### src/rtl/sb_serializer_if.sv
// Parallel-side handshake bundle for sb_serializer.
//   in_data       : WIDTH-bit message, bit 0 leaves the lane first
//   in_data_valid : producer has a message
//   in_data_ready : serializer can accept a message
// The master modport is the message producer; the slave modport is the serializer.
interface sb_serializer_if #(
  parameter int unsigned WIDTH = 128
);
  logic [WIDTH-1:0] in_data;
  logic             in_data_valid;
  logic             in_data_ready;

  modport master (
    output in_data,
    output in_data_valid,
    input  in_data_ready
  );

  modport slave (
    input  in_data,
    input  in_data_valid,
    output in_data_ready
  );
endinterface

### src/rtl/sb_serializer.sv
// Sideband transmit serializer. Takes one WIDTH-bit message per ready/valid handshake
// and shifts it out LSB first, one bit per clock, then forces GAP low idle cycles.
//   clk        : block clock, rising edge
//   rst        : synchronous, active-high reset
//   in_if      : slave side of the message handshake (in_data / valid / ready)
//   out_data   : serial bit, registered
//   out_active : high while out_data carries a message bit (sideband clock enable)
//   out_done   : one-cycle pulse on the cycle after the last message bit
module sb_serializer #(
  parameter int unsigned WIDTH = 128,
  parameter int unsigned GAP   = 32
) (
  input  logic            clk,
  input  logic            rst,
  sb_serializer_if.slave  in_if,
  output logic            out_data,
  output logic            out_active,
  output logic            out_done
);

  localparam int unsigned MaxLen = (WIDTH > GAP) ? WIDTH : GAP;
  localparam int unsigned CntW   = $clog2(MaxLen) + 1;
  localparam logic [CntW-1:0] WidthLast = CntW'(WIDTH - 1);
  // Unused when GAP == 0: the gap state is never entered.
  localparam logic [CntW-1:0] GapLast   = (GAP > 0) ? CntW'(GAP - 1) : '0;

  typedef enum logic [1:0] {
    StIdle,
    StShift,
    StGap
  } state_e;

  state_e           state_q, state_d;
  logic [CntW-1:0]  cnt_q, cnt_d;
  logic [WIDTH-1:0] shift_q, shift_d;
  logic             done_q, done_d;
  logic             data_q, data_d;
  logic             active_q, active_d;
  logic             ready;
  logic             handshake;

  // Ready is a pure decode of state and rst; valid never feeds back into it.
  assign ready               = (state_q == StIdle) && !rst;
  assign handshake           = ready && in_if.in_data_valid;
  assign in_if.in_data_ready = ready;

  always_comb begin
    state_d = state_q;
    cnt_d   = cnt_q;
    shift_d = shift_q;
    done_d  = 1'b0;

    unique case (state_q)
      StIdle: begin
        if (handshake) begin
          shift_d = in_if.in_data;
          cnt_d   = '0;
          state_d = StShift;
        end
      end
      StShift: begin
        shift_d = shift_q >> 1;
        cnt_d   = cnt_q + CntW'(1);
        if (cnt_q == WidthLast) begin
          done_d  = 1'b1;
          cnt_d   = '0;
          state_d = (GAP == 0) ? StIdle : StGap;
        end
      end
      StGap: begin
        if (cnt_q == GapLast) begin
          cnt_d   = '0;
          state_d = StIdle;
        end else begin
          cnt_d = cnt_q + CntW'(1);
        end
      end
      default: begin
        state_d = StIdle;
        cnt_d   = '0;
      end
    endcase

    // Lane outputs are computed from the next state so they are true flops and only
    // move on rising edges; the receiver samples them on the falling edge.
    active_d = (state_d == StShift);
    data_d   = active_d && shift_d[0];
  end

  always_ff @(posedge clk) begin
    if (rst) begin
      state_q  <= StIdle;
      cnt_q    <= '0;
      shift_q  <= '0;
      done_q   <= 1'b0;
      data_q   <= 1'b0;
      active_q <= 1'b0;
    end else begin
      state_q  <= state_d;
      cnt_q    <= cnt_d;
      shift_q  <= shift_d;
      done_q   <= done_d;
      data_q   <= data_d;
      active_q <= active_d;
    end
  end

  assign out_data   = data_q;
  assign out_active = active_q;
  assign out_done   = done_q;

endmodule

### src/flat_wrapper.sv
// flat-port wrapper written by rule: the top's interface ports become plain ports
module sb_serializer_flat 
#(
  parameter int unsigned WIDTH = 128,
  parameter int unsigned GAP   = 32
)
  (clk, rst, out_data, out_active, out_done, in_if_in_data, in_if_in_data_valid, in_if_in_data_ready);
  sb_serializer_if #(.WIDTH(WIDTH)) in_if_i ();
  input  logic clk;
  input  logic rst;
  output logic out_data;
  output logic out_active;
  output logic out_done;
  input wire logic [$bits(in_if_i.in_data)-1:0] in_if_in_data;
  input wire logic [$bits(in_if_i.in_data_valid)-1:0] in_if_in_data_valid;
  output wire logic [$bits(in_if_i.in_data_ready)-1:0] in_if_in_data_ready;
  assign in_if_i.in_data = in_if_in_data;
  assign in_if_i.in_data_valid = in_if_in_data_valid;
  assign in_if_in_data_ready = in_if_i.in_data_ready;
  sb_serializer #(.WIDTH(WIDTH), .GAP(GAP)) u_core (.clk(clk), .rst(rst), .in_if(in_if_i), .out_data(out_data), .out_active(out_active), .out_done(out_done));
endmodule
### config.mk
export PLATFORM = sky130hd
export DESIGN_NAME = sb_serializer_flat
export DESIGN_NICKNAME = d
export VERILOG_FILES = /design/src/rtl/sb_serializer_if.sv /design/src/rtl/sb_serializer.sv /design/src/flat_wrapper.sv
export SDC_FILE = /design/constraint.sdc
export NUM_CORES = 1
export LEC_CHECK = 0
export BUFFER_PORTS_ARGS = -buffer_cell sky130_fd_sc_hd__buf_4
export CAP_MARGIN = 20
export CORE_ASPECT_RATIO = 0.5
export CORE_MARGIN = 10
export CORE_UTILIZATION = 35
export CTS_CLUSTER_SIZE = 8
export DETAILED_ROUTE_END_ITERATION = 8
export PLACE_DENSITY = 0.6
export SLEW_MARGIN = 10
export SYNTH_ARGS = -nofsm -noshare
export SYNTH_HDL_FRONTEND = slang
export SYNTH_SLANG_ARGS = --single-unit
export TNS_END_PERCENT = 5
### constraint.sdc
create_clock -name clk -period 2.4 [get_ports clk]
set_input_delay 0.12 -clock clk [delete_from_list [all_inputs] [get_ports clk]]
set_output_delay 0.12 -clock clk [all_outputs]
set_load 0.005 [all_outputs]
Word level (Yosys, flattened, before mapping):

Cells that the tools add are included.

* register bits after elaboration: 141
* input port bits: 131
* logic and storage cells: 34

* $add $sub $neg: 1
* equal/unequal tests: 6
* multiplexer cells: 11
* bitwise logic cells: 1
* reduce and logical (&&, ||, !) cells: 8

Operator list (number)
* case mux 128 bit (2 select lines): 1
* 2-to-1 mux 128 bit: 1
* 2-to-1 mux 8 bit: 3
* case mux 8 bit (3 select lines): 1
* adder 8 x 1 -> 8 bit (second input constant): 1
* equality test 8 x 5 -> 1 bit (second input constant): 1
* equality test 8 x 7 -> 1 bit (second input constant): 1
* 2-to-1 mux 2 bit: 3
* case mux 2 bit (3 select lines): 1
* equality test 2 x 1 -> 1 bit (second input constant): 2
* logical AND 1 bit: 3
* equality test 2 bit (second input constant): 1
* logical NOT 2 bit: 1
* != test 2 x 1 -> 1 bit (second input constant): 1
* AND reduction 2 bit: 1
* nonzero test 2 bit: 1
* OR reduction 2 bit: 1
* logical NOT 1 bit: 1
* 2-to-1 mux 1 bit: 1
* NOT 1 bit: 1

Depth between registers and ports, before layout:

* depth in word-level cells: 7
* depth in mapped cells: 10

Least setup slack after synthesis:

OpenSTA, ideal clock, no wires.

* kind: register to register
* from: register u_core.state_q[0]
* to: register u_core.shift_q[64]
* setup time: 0.089 ns
* data arrival time: 1.768 ns
* data required time: 2.311 ns
* setup slack: 0.544 ns
* cell stages (with the launch flop): 9
* buffers on the path: 4
* clock period less this slack: 1.856 ns
* path through: dfxtp_1 > inv_1 > ha_1 > buf_2 > or2_2 > buf_2 > clkbuf_1 > buf_2 > a311oi_2

* cells in the longest elaborated chain, start to end: 5
* elaborated cells between the ends (all ways): 8

RTL lines
* start, declared: line sb_serializer.sv:33 `state_e state_q, state_d;`
* start signal, assigned: line sb_serializer.sv:92 `state_q <= StIdle;`
* start signal, assigned: line sb_serializer.sv:99 `state_q <= state_d;`
* logical NOT 2 bit: line sb_serializer.sv:43, sb_serializer.sv:53
* logical AND 1 bit: line sb_serializer.sv:43 `assign ready = (state_q == StIdle) && !rst;`
* logical AND 1 bit: line sb_serializer.sv:44 `assign handshake = ready && in_if.in_data_valid;`
* != test 2 x 1 -> 1 bit (no line)
* AND reduction 2 bit (no line)
* end signal, assigned: line sb_serializer.sv:101 `shift_q <= shift_d;`
* end, declared: line sb_serializer.sv:35 `logic [WIDTH-1:0] shift_q, shift_d;`

Parallel ways exist; a longest one is shown, timed or not.
A chain may end at the register's enable or synchronous reset.

Worst setup path in the final report:

* from: register u_core.state_q[0]
* to: register u_core.shift_q[44]

The elaborated chain is that of the path after synthesis.

==> impl_metrics.json <==
{
  "cp_slowest_cell": "dfxtp_1",
  "startpoint_type": "flop",
  "nNetsFinal": 1033,
  "dieHeight_microns": 117,
  "drive_gt1_frac": 0.234,
  "clkSinkCount": 141,
  "yosys-top-cells-area": "dfxtp_1 42%, a311oi_1 13%, o21ai_0 9.9%, nand2_1 7.6%, nor2_1 7.4%",
  "yosysTopAreaCellShare": 0.425,
  "synthTopCellsByCount": "141 x dfxtp_1, 134 x nand2_1, 131 x nor2_1, 131 x o21ai_0, 96 x a311oi_1",
  "critPathRequiredTime_ps": 2720,
  "utilization": 0.450,
  "place_hpwl_microns": 12100,
  "crit_chain": "inv_1, ha_4, and3b_1, a2bb2oi_4, buf_12, nor2_1, a311oi_1",
  "grt_max_degree": 141,
  "yosysWarnings": 0,
  "grt_overflow_total": 0,
  "drt-total-wl_microns": 19100,
  "fmax_mhz": 487,
  "layout_min_cycle_time_ps": 2050,
  "powerDensity_nw_per_um2": 736,
  "cts_buffers": 17,
  "setup_ws_ps": 345,
  "critical_path_arrival_ps": 2370,
  "met3_usage": 0.0308,
  "endpoint_kind": "flop",
  "synth_area_sq_um": 6650,
  "leakage_nw": 2.76,
  "status": "complete, no violations",
  "dieArea_sq_um": 25200,
  "finalSetupViolCount": 0,
  "clk_path_buf_depth": 2,
  "first_global_vias": 6192,
  "ys_types": 40,
  "drt_iter0_drc": 688,
  "ys_ff_latch": 141,
  "detail_route.wl_per_cell_microns": 16.4,
  "cp_slowest_stage_delay_ps": 370,
  "cts_root_buf": "clkbuf_16",
  "met2_usage": 0.237,
  "ios": 135,
  "multiInputGateArea_sq_um": 3440,
  "portBuffers": 134,
  "holdWs_ps": 70.8,
  "ant_nets": 0,
  "insertion_delay_ps": 420,
  "met1_usage": 0.190,
  "min-delay-path-class": "in -> reg",
  "firstDrtPassIters": 5,
  "crit_family": "compound AO/OA/AOI/OAI gates",
  "setup_tns_ps": 0,
  "ir_drop_mv": 0.369,
  "grt_pass1_wl_microns": 31600,
  "clock_skew_ps": 7.23,
  "cts.reportedPaths.clkPinSlew_ps": 60,
  "path_max_fanout": 71,
  "finalCritPeriodShare": 0.856,
  "fp-row-count": 35,
  "vias_per_cell": 5.43,
  "cts_tree": "done",
  "htreeDepth": 4,
  "synth_top_area_cell": "dfxtp_1",
  "avgSynthCellArea_sq_um": 8.09,
  "max_slew_margin": 0.519,
  "synth_edf_count": 0,
  "antenna_found_initial": 0,
  "grt_use_total": 0.146,
  "path_buf_inv": 2,
  "start_util": 0.359,
  "path_class": "reg -> reg",
  "final-seq-area_sq_um": 2820,
  "drv_cap": 0,
  "hold_viol_final": 0,
  "post_cts_buffers": 0,
  "synth_nets": 958,
  "fp.coreArea_sq_um": 18500,
  "slew_viol_final": 0,
  "vias": 6347,
  "die_x_microns": 215,
  "drc": 0,
  "fillers": 1864,
  "ys_async_sr_fraction": 0,
  "globalplace.congestion": 0.766,
  "synth-main-ff-cell": "dfxtp_1",
  "synth.most_common_cell": "dfxtp_1",
  "diodes": 0,
  "dpl_worst_slack_ps": 376,
  "syn_to_final_growth_pct": 25.3,
  "busiest_layer": "met2",
  "synth_cells": 822,
  "synth_seq_area_share": 0.425,
  "rsz0062_at_grt": "false",
  "finalPower_mw": 6.13,
  "tightest_slew_ps": 721
}
-- stage by stage --
step	area (sq um)	cells
CTS	8330	1168
global placement	7790	1136
finish	8330	1168
floorplan	6650	822
detailed placement	7790	1136
global route	8330	1168
-- worst paths after layout --
check                                        start                 end  slack [ps]  cells after the start
worst min register to register  u_core.shift_q[33]  u_core.shift_q[32]         470                      2
worst max register to register   u_core.state_q[0]  u_core.shift_q[44]         350                      7
worst max-delay path             u_core.state_q[0]  u_core.shift_q[44]         350                      7
worst min-delay path              in_if_in_data[0]   u_core.shift_q[0]          70                      4
-- worst min-delay path: cells and delay by family --
family          cells  cell delay [ps]
buf+inv             1               80
compound gates      2              170
simple gates        1               80
-- flip-flops by register name, summed over array words and instances, names as in the netlist --
register and flops:
u_core.shift_q 128, u_core.out_active 1, u_core.out_data 1, u_core.cnt_q 8, u_core.state_q 2, u_core.out_done 1
-- placed cells by master, fill, tap and decap left out, types with 2 or more instances in the layout --
cell,n
a21oi_1,7
a311oi_1,96
a311oi_2,30
a31oi_1,4
and3b_1,2
buf_12,7
buf_4,139
clkbuf_1,2
clkbuf_16,17
clkinv_2,2
clkinv_4,2
clkinvlp_4,5
dfxtp_1,141
ha_1,3
ha_4,2
inv_1,4
inv_6,3
nand2_1,134
nand3_1,5
nand4_1,7
nand4b_1,3
nor2_1,131
nor2b_1,2
nor3_1,5
nor4_1,2
o21a_1,2
o21ai_0,131
o31a_1,2
or4_1,2
-- report_power, final --
group	switching [mW]	internal, mW	leakage (nW)
clock	1.06	1.32	0.242
sequential	0.0900	2.52	1.15
combinational	0.676	0.458	1.37
total	1.83	4.30	2.76
-- cell families after synthesis --
family,synth area share
adder cells (fa/ha/maj),0.00941
AO/OA/AOI/OAI,0.320
AND/OR/NAND/NOR,0.183
buffers and inverters,0.0629
flip-flops,0.425
-- cell type report --
cell class / instances / area share
well taps: 259 / 0.0389
inverters: 5 / 0.00225
clock buffers: 19 / 0.0520
repair buffers: 147 / 0.143
multi-input cells: 585 / 0.414
flip-flops and latches: 141 / 0.339
clock inverters: 12 / 0.0110
-- layer usage --
metal,part of all wire,up-vias
met1,0.46,3053
met5,0,-
met2,0.49,137
li1,-,3138
met3,0.039,19
met4,0.012,0
-- timing repair --
| action | CTS | global route |
|---|---|---|
| hold buffers | 1 | 0 |
| hold endpoints to repair | 1 | 0 |
| gates resized for setup | 0 | 0 |
Power figures use the tool's default switching activity.
